===== src/rtl/multi_rate_tick_gen.sv =====
// multi_rate_tick_gen
//
// A bank of N_CH rate dividers that all run on the single system clock.
// Every channel produces a one-cycle tick strobe, meant to be used as a
// clock enable, and a registered square-wave level. Downstream logic stays
// on clk_i and gates on tick_o, so no divided clocks are created.
// When CASCADE is set, channel k>0 counts ticks of channel k-1.
//
// Ports:
//   clk_i      system clock; all state changes on the rising edge
//   rst_i      asynchronous active-high reset; reloads DIV_INIT
//   en_i       global advance enable; low freezes counts and suppresses ticks
//   clr_i      synchronous clear of every counter
//   cfg_we_i   divisor write strobe
//   cfg_ch_i   channel targeted by the write
//   cfg_div_i  new divisor; zero is rejected
//   cfg_err_o  one-cycle pulse after a rejected write
//   tick_o     one-cycle rate strobes, one bit per channel
//   sq_o       square-wave levels, one bit per channel

module multi_rate_tick_gen #(
    parameter int                     N_CH     = 2,
    parameter int                     CNT_W    = 32,
    parameter bit                     CASCADE  = 1'b1,
    parameter logic [N_CH*CNT_W-1:0]  DIV_INIT = {32'd1000, 32'd100000},
    localparam int                    CH_W     = (N_CH > 1) ? $clog2(N_CH) : 1
) (
    input  logic             clk_i,
    input  logic             rst_i,
    input  logic             en_i,
    input  logic             clr_i,
    input  logic             cfg_we_i,
    input  logic [CH_W-1:0]  cfg_ch_i,
    input  logic [CNT_W-1:0] cfg_div_i,
    output logic             cfg_err_o,
    output logic [N_CH-1:0]  tick_o,
    output logic [N_CH-1:0]  sq_o
);

    // One extra bit so the channel count itself can be compared against
    // cfg_ch_i without overflowing when N_CH is a power of two.
    localparam logic [CH_W:0] N_CH_EXT = (CH_W+1)'(N_CH);

    logic [CNT_W-1:0] div_q [N_CH];
    logic [CNT_W-1:0] div_d [N_CH];
    logic [CNT_W-1:0] cnt_q [N_CH];
    logic [CNT_W-1:0] cnt_d [N_CH];
    logic [N_CH-1:0]  tick_q, tick_d;
    logic [N_CH-1:0]  sq_q, sq_d;
    logic             cfg_err_q, cfg_err_d;
    logic [N_CH-1:0]  adv;
    logic [N_CH-1:0]  wr_hit;
    logic             wr_acc;

    // Reset divisor for channel k; a zero slice would never terminate,
    // so it is promoted to 1 (tick on every advance).
    function automatic logic [CNT_W-1:0] init_div(input int k);
        logic [CNT_W-1:0] v;
        v = DIV_INIT[k*CNT_W +: CNT_W];
        return (v == '0) ? CNT_W'(1) : v;
    endfunction

    // Write qualification: the channel must exist and the divisor must be
    // nonzero. Anything else is dropped and flagged on cfg_err_o.
    always_comb begin
        wr_acc    = cfg_we_i && ({1'b0, cfg_ch_i} < N_CH_EXT) && (cfg_div_i != '0);
        cfg_err_d = cfg_we_i && !wr_acc;
        wr_hit    = '0;
        for (int k = 0; k < N_CH; k++) begin
            wr_hit[k] = wr_acc && (cfg_ch_i == CH_W'(k));
        end
    end

    // Advance events. Cascaded channels look at the registered tick of the
    // previous stage, which is why each stage lags by one cycle. A tick
    // arriving while en_i is low is simply lost.
    always_comb begin
        adv    = '0;
        adv[0] = en_i;
        for (int k = 1; k < N_CH; k++) begin
            adv[k] = CASCADE ? (en_i && tick_q[k-1]) : en_i;
        end
    end

    // Per-channel next state. Priority is clear, then accepted write, then
    // advance; the write path therefore swallows a same-cycle terminal count.
    // The divisor itself is still updated by a write that coincides with clr.
    // sq is recomputed only when the count is written, from the new count
    // and the divisor that governs it from now on.
    always_comb begin
        for (int k = 0; k < N_CH; k++) begin
            div_d[k]  = div_q[k];
            cnt_d[k]  = cnt_q[k];
            tick_d[k] = 1'b0;
            sq_d[k]   = sq_q[k];

            if (wr_hit[k]) begin
                div_d[k] = cfg_div_i;
            end

            if (clr_i) begin
                cnt_d[k] = '0;
                sq_d[k]  = ((div_d[k] >> 1) != '0);
            end else if (wr_hit[k]) begin
                cnt_d[k] = '0;
                sq_d[k]  = ((cfg_div_i >> 1) != '0);
            end else if (adv[k]) begin
                if (cnt_q[k] == div_q[k] - CNT_W'(1)) begin
                    cnt_d[k]  = '0;
                    tick_d[k] = 1'b1;
                end else begin
                    cnt_d[k] = cnt_q[k] + CNT_W'(1);
                end
                sq_d[k] = (cnt_d[k] < (div_q[k] >> 1));
            end
        end
    end

    // State registers. Reset is asynchronous so outputs drop immediately
    // and counting restarts from zero with the parameter divisors.
    always_ff @(posedge clk_i or posedge rst_i) begin
        if (rst_i) begin
            for (int k = 0; k < N_CH; k++) begin
                div_q[k] <= init_div(k);
                cnt_q[k] <= '0;
            end
            tick_q    <= '0;
            sq_q      <= '0;
            cfg_err_q <= 1'b0;
        end else begin
            for (int k = 0; k < N_CH; k++) begin
                div_q[k] <= div_d[k];
                cnt_q[k] <= cnt_d[k];
            end
            tick_q    <= tick_d;
            sq_q      <= sq_d;
            cfg_err_q <= cfg_err_d;
        end
    end

    assign tick_o    = tick_q;
    assign sq_o      = sq_q;
    assign cfg_err_o = cfg_err_q;

endmodule


===== config.mk =====
export PLATFORM = sky130hd
export DESIGN_NAME = multi_rate_tick_gen
export DESIGN_NICKNAME = d
export VERILOG_FILES = /design/src/rtl/multi_rate_tick_gen.sv
export SDC_FILE = /design/constraint.sdc
export NUM_CORES = 1
export LEC_CHECK = 0
export ABC_AREA = 1
export CORE_UTILIZATION = 25
export CTS_CLUSTER_SIZE = 28
export DETAILED_ROUTE_END_ITERATION = 12
export HOLD_SLACK_MARGIN = 0.06
export PLACE_DENSITY = 0.47
export SYNTH_ARGS = -nofsm -noshare
export SYNTH_HDL_FRONTEND = slang
export SYNTH_SLANG_ARGS = --single-unit

===== constraint.sdc =====
create_clock -name clk_i -period 4 [get_ports clk_i]
set_input_delay 0.8 -clock clk_i [delete_from_list [all_inputs] [get_ports clk_i]]
set_output_delay 0.8 -clock clk_i [all_outputs]
set_load 0.03 [all_outputs]

==> impl_metrics.ini, run 1 <==
[power]
combPwrFrac = 0.227
p_leak_nw = 7.15
power.switching_mw = 1.40
switching_share = 0.347
seqPwrFrac = 0.387
vdd.ir_drop.worst_mv = 0.303
pwr_density_cell_nw_per_um2 = 280
clkPwrFrac = 0.386
p_int_mw = 2.65

[sta]
min_period_ns = 3.83
setup_violations = 0
rsz0062_at_grt = yes
final.setup_skew_ns = 0.0130
slew_headroom = 0.427
max_freq_mhz = 261
final-max-slew-violation-count = 0
min_period_over_period = 0.958
finalHoldViolCount = 0
finalSetupTns_ns = 0
tightest_slew_ns = 0.859

[synth]
synth_top_area_cell = dfrtp_1
yosysMostFrequentCell = nand2_1
synthFlopType = dfrtp_1
syn_area_per_cell_um2 = 6.51
yosys_register_bits = 133
synth_area_leaders = dfrtp_1 (26%), nand2_1 (15%), inv_1 (10%), xor2_1 (7.1%), nor2_1 (6.9%)
async_reset_ff_frac = 1.00
synth_area_um2 = 11700
synthCells = 1801
yosysSeqAreaShare = 0.285
synth_common_cells = nand2_1 (467), inv_1 (323), nor2_1 (217), dfrtp_1 (121), xor2_1 (95)
synthesis.nets = 1903
ys.warnings.count = 0
synth_cell_types = 53
synth_edf_count = 0
synth_top_area_frac = 0.258

[critical_path]
critPathLaunch = cnt_q[1]
path_buf_inv = 2
start_kind = flop
rr_startpoint = cnt_q[1]
crit_type = reg2reg
rr_worst_depth = 25
critPathSlowestCell = dfrtp_1
r2r_setup_slack_ns = 0.17
max_stage_delay_ns = 0.35
cp_data_required_time_ns = 4.38
crit_path_end_kind = flop
critPathMaxFanout = 3
worstPathArrival_ns = 4.21
crit_family = simple AND/OR/NAND/NOR gates
critPathMostFrequentCell = nand2_1
r2r_end = sq_o[1]

[global_route]
first_global_vias = 11872
grt_pass1_wl_um = 65700
grt_max_degree = 134
grt_overflow_total = 0
antenna_found_initial = 0
grt_util_all_layers = 0.180

[route]
ant_nets = 0
vias_per_cell = 4.61
first_pass_iters = 6
wire_per_inst_um = 16.5
via_count = 11757
drtIter0Drc = 814
route.detailed.drc = 0
wl_um = 42100

[die]
die_w_um = 219
initial_core_util = 0.256
die_y_um = 219
pin_count = 43
die_area_um2 = 47800
rows = 78
core_um2 = 45800

[cells_and_area]
layoutNonFillerInstCount = 2550
antenna_cells = 0
drive_gt1_frac = 0.120
area_delta_synth_final_pct = 23.1
num-nets-final = 2039
fin_area_um2 = 14400

[clock_tree]
cts-root-buf = clkbuf_16
cts_max_level = 4
numCtsBuffers = 17
cts_tree = built
clk_pin_slew_ns = 0.07
cts.sinks = 133
clk_path_buf_depth = 2
hold_buffers = 0
clock_latency_ns = 0.44

[hold_path]
hp-class = reg2reg
hold_path_end = sq_o[0]
holdPathStages = 2
hp-start = sq_o[0]

[placement]
dp_hpwl_um = 34100
placed_cell_area_um2 = 13500
routabilityCongestion = 0.916
io_buffers = 42
dpl.cell_count = 2494

[run]
max-cap-violations = 0

[status]
run_status = finished, final reports clean
==> metrics by stage <==
step	power (mW)	hold slack (ns)	setup slack (ns)	util
after floorplan	2.10	0.475	0.568	-
after global placement	2.48	0.526	-0.230	0.294
after detailed placement	2.48	0.536	-0.225	0.294
after CTS	4.07	0.551	0.0184	0.308
after global routing	4.27	0.585	-0.0982	0.315
final	4.05	0.549	0.170	0.315
==> logic make-up (layout without fill, tap and decap cells) <==
logic type      count (synthesis)  count (layout)  synth area share
compound gates                212             212             0.104
xor+xnor                      117             117            0.0874
fa+ha+maj                      64              64            0.0683
buf+inv                       365             514             0.118
flops                         133             133             0.285
simple gates                  910             910             0.337
==> cell usage in the layout (no fill, tap or decap), types with 6 or more instances in the layout <==
cell type,instances
a21oi_1,41
buf_4,104
clkbuf_16,17
clkdlybuf4s50_1,42
dfrtp_1,120
dfstp_2,12
ha_1,62
inv_1,319
inv_2,8
nand2_1,464
nand3_1,67
nand3_2,7
nand3b_1,9
nand4_1,42
nor2_1,206
nor2_2,12
nor2_4,11
nor3_1,36
nor4_1,19
nor4_2,6
o21ai_0,87
o21ai_1,6
o22ai_1,39
o31ai_1,6
o32ai_1,6
xnor2_1,22
xor2_1,94
==> registers in the layout (all words and copies together), names as in the netlist <==
register,cells
cnt_q,64
tick_o,2
sq_o,2
cfg_err_o,1
div_q,64
==> metal layers <==
layer  routed length (µm)  global-route usage  vias up
li1                     -                   -     6014
met5                    0                   0        -
met1                19800               0.239     5468
met4                  789              0.0450        0
met3                 1360              0.0214       45
met2                20200               0.306      230
==> power groups by stage <==
stage	Combinational [mW]	Clock, mW	Sequential, mW
floorplan	0.560	0	1.54
global placement	0.895	0	1.59
detailed placement	0.900	0	1.58
CTS	0.905	1.61	1.56
global route	1.04	1.66	1.58
finish	0.917	1.56	1.57
==> worst max path at each step <==
stage / to / slack [ns] / cells past startpoint
finish: sq_o[1] / 0.17 / 25
global route: sq_o[1] / -0.1 / 25
CTS: sq_o[1] / 0.02 / 29
detailed placement: sq_o[0] / -0.22 / 18
global placement: tick_o[1] / -0.23 / 11
floorplan: sq_o[1] / 0.57 / 29
==> worst min-delay path, cell delays in order (launching register included) <==
cell	delay [ns]
dfrtp_1	0.38
nand2_1	0.07
nand2_1	0.06
==> final cells by class <==
cell class	count	area [µm²]
inverters	331	1250
multi-input cells	1303	7230
clock inverters	14	128
repair buffers	151	1300
well taps	600	751
fillers	5007	31300
flip-flops and latches	133	3340
clock buffers	18	439
==> timing repair <==
action | CTS | global route
buffers inserted | 5 | 19
endpoints found under the hold margin | 0 | 0
pin swaps | 5 | 26
gates resized for setup | 4 | 49
endpoints found under the setup margin | 1 | 2
Power figures use the tool's default switching activity.
==> run 2, diff against run 1 <==
--- a/config.mk
+++ b/config.mk
@@ -6,11 +6,12 @@
 export NUM_CORES = 1
 export LEC_CHECK = 0
 export ABC_AREA = 1
-export CORE_UTILIZATION = 25
+export CORE_MARGIN = 3
+export CORE_UTILIZATION = 24
 export CTS_CLUSTER_SIZE = 28
 export DETAILED_ROUTE_END_ITERATION = 12
 export HOLD_SLACK_MARGIN = 0.06
-export PLACE_DENSITY = 0.47
+export PLACE_DENSITY = 0.46
 export SYNTH_ARGS = -nofsm -noshare
 export SYNTH_HDL_FRONTEND = slang
 export SYNTH_SLANG_ARGS = --single-unit
==> run 2 against run 1 <==
Net effect:
- non-clock buffer count down 10
- global-route usage decreased by 1.4 points
- critical path depth did not move
- flip-flop and latch count is the same
- sequential power barely moved
- sequential share of layout area rose by 0.058 points
- worst setup slack got worse by 0.053 ns
- cell area decreased by 0.29%
- first-iteration DRC count up 5.8%
- critical path type unchanged
==> impl_metrics.ini, run 2 (synthesis results as in run 1) <==
[status]
run_status = finished, final reports clean

[global_route]
grt_overflow_total = 0
grt_util_all_layers = 0.166
grt_max_degree = 47
antenna_found_initial = 0
grt_pass1_wl_um = 65600
first_global_vias = 11635

[cells_and_area]
finish.utilization = 0.300
drive_gt1_frac = 0.110
final_common_cell = nand2_1
antenna_cells = 0
reg.largest.list = cnt_q (64), div_q (64)
seqCellArea_um2 = 3340
final_cell_mix = nand2_1 (466), inv_1 (318), nor2_1 (211), dfrtp_1 (121)
multiInputGateArea_um2 = 7210
num-nets-final = 2029
fill_cells = 5315
area_delta_synth_final_pct = 22.8

[route]
wl_met1_um = 20000
wire_per_inst_um = 16.6
first_pass_iters = 5
via_count = 11781
drtIter0Drc = 861
route.detailed.drc = 0
highest_layer = met4
wl_met3_um = 1110
vias_per_cell = 4.61
ant_nets = 0
wl_met2_um = 20200
wl_um = 42400

[placement]
dp_hpwl_um = 34500
routabilityCongestion = 0.917
io_buffers = 42

[clock_tree]
cts_max_level = 4
clock_latency_ns = 0.44
cts_tree = built
clk_path_buf_depth = 2
cts-root-buf = clkbuf_16
numCtsBuffers = 17
clk_pin_slew_ns = 0.06
cts.sinks = 133

[critical_path]
critPathSlowestCell = dfrtp_1
start_kind = flop
critPathMostFrequentCell = nand2_1
max_stage_delay_ns = 0.36
cp_data_required_time_ns = 4.38
crit_type = reg2reg
critPathMaxFanout = 3
worstPathArrival_ns = 4.27
crit_path_end_kind = flop

[power]
power.total_mw = 4.11
p_leak_nw = 7.11
vdd.ir_drop.worst_mv = 0.301
pwr_density_cell_nw_per_um2 = 286

[sta]
final-max-slew-violation-count = 0
min_period_ns = 3.88
final.setup_skew_ns = 0.00888
min_period_over_period = 0.971
rsz0062_at_grt = yes
slew_headroom = 0.399
finalSetupTns_ns = 0
setup_violations = 0
finalHoldViolCount = 0
max_freq_mhz = 258
tightest_slew_ns = 0.902

[run]
max-cap-violations = 0

[die]
die_area_um2 = 51500
initial_core_util = 0.244
die_w_um = 227
die_y_um = 227
rows = 80
pin_count = 43
core_um2 = 48000

[hold_path]
hp-class = reg2reg
==> run 2: final timing paths <==
path,to,from,cells after the start,slack [ns]
worst max-delay path,sq_o[1],cnt_q[0],25,0.12
worst min-delay path,cnt_q[33],cnt_q[33],2,0.55
worst max register to register,sq_o[1],cnt_q[0],25,0.12
worst min register to register,cnt_q[33],cnt_q[33],2,0.55
max in group asynchronous,div_q[48],rst_i,3,2.33
min in group asynchronous,cnt_q[6],rst_i,2,0.88
==> run 2: per-stage QoR <==
stage / worst slack [ns] / instance area (µm²) / cells / hold WS, ns
final: 0.117 / 14400 / 2555 / 0.547
after floorplan: 0.568 / 11700 / 1801 / 0.475
after global routing: -0.150 / 14400 / 2555 / 0.572
after global placement: -0.232 / 13400 / 2496 / 0.530
after CTS: -0.0115 / 14000 / 2531 / 0.558
after detailed placement: -0.229 / 13400 / 2496 / 0.542
==> run 2: report_power, final <==
part	internal (mW)	total (mW)	switching, mW
Clock	0.945	1.64	0.691
Combinational	0.327	0.920	0.593
Sequential	1.44	1.56	0.117
==> run 2: critical path, delay by kind of cell, from the launching register on <==
kind	cells	cell delay (ns)
buf+inv	2	0.21
xor+xnor	1	0.15
fa+ha+maj	1	0.20
flops	1	0.36
simple gates	21	2.90
==> run 2: routing by layer <==
| metal | vias to the layer above | GRT usage |
|---|---|---|
| li1 | 5998 | - |
| met1 | 5481 | 0.221 |
| met2 | 243 | 0.282 |
| met3 | 59 | 0.0201 |
| met4 | 0 | 0.0518 |
| met5 | - | 0 |
==> run 2: timing repair <==
| item | CTS | global route |
|---|---|---|
| hold endpoints to repair | 0 | 0 |
| hold buffers | 0 | 0 |
| setup endpoints to repair | 2 | 2 |
| pin swaps | 4 | 22 |
| setup buffers | 3 | 24 |
| gates resized for setup | 5 | 38 |
| cloned | 0 | 0 |
==> run 2: area by class of cell <==
type                            instances  area share
Multi-Input combinational cell       1303       0.501
Sequential cell                       133       0.232
Inverter                              331      0.0866
Timing Repair Buffer                  141      0.0860
Tap cell                              615      0.0535
Clock buffer                           19      0.0308
Clock inverter                         13      0.0103
==> run 3, diff against run 2 <==
--- a/config.mk
+++ b/config.mk
@@ -8,6 +8,7 @@
 export ABC_AREA = 1
 export CORE_MARGIN = 3
 export CORE_UTILIZATION = 24
+export CTS_CLUSTER_DIAMETER = 150
 export CTS_CLUSTER_SIZE = 28
 export DETAILED_ROUTE_END_ITERATION = 12
 export HOLD_SLACK_MARGIN = 0.06
==> results of run 3 <==
No change in the layout: final DEF, timing and power equal those of run 2.
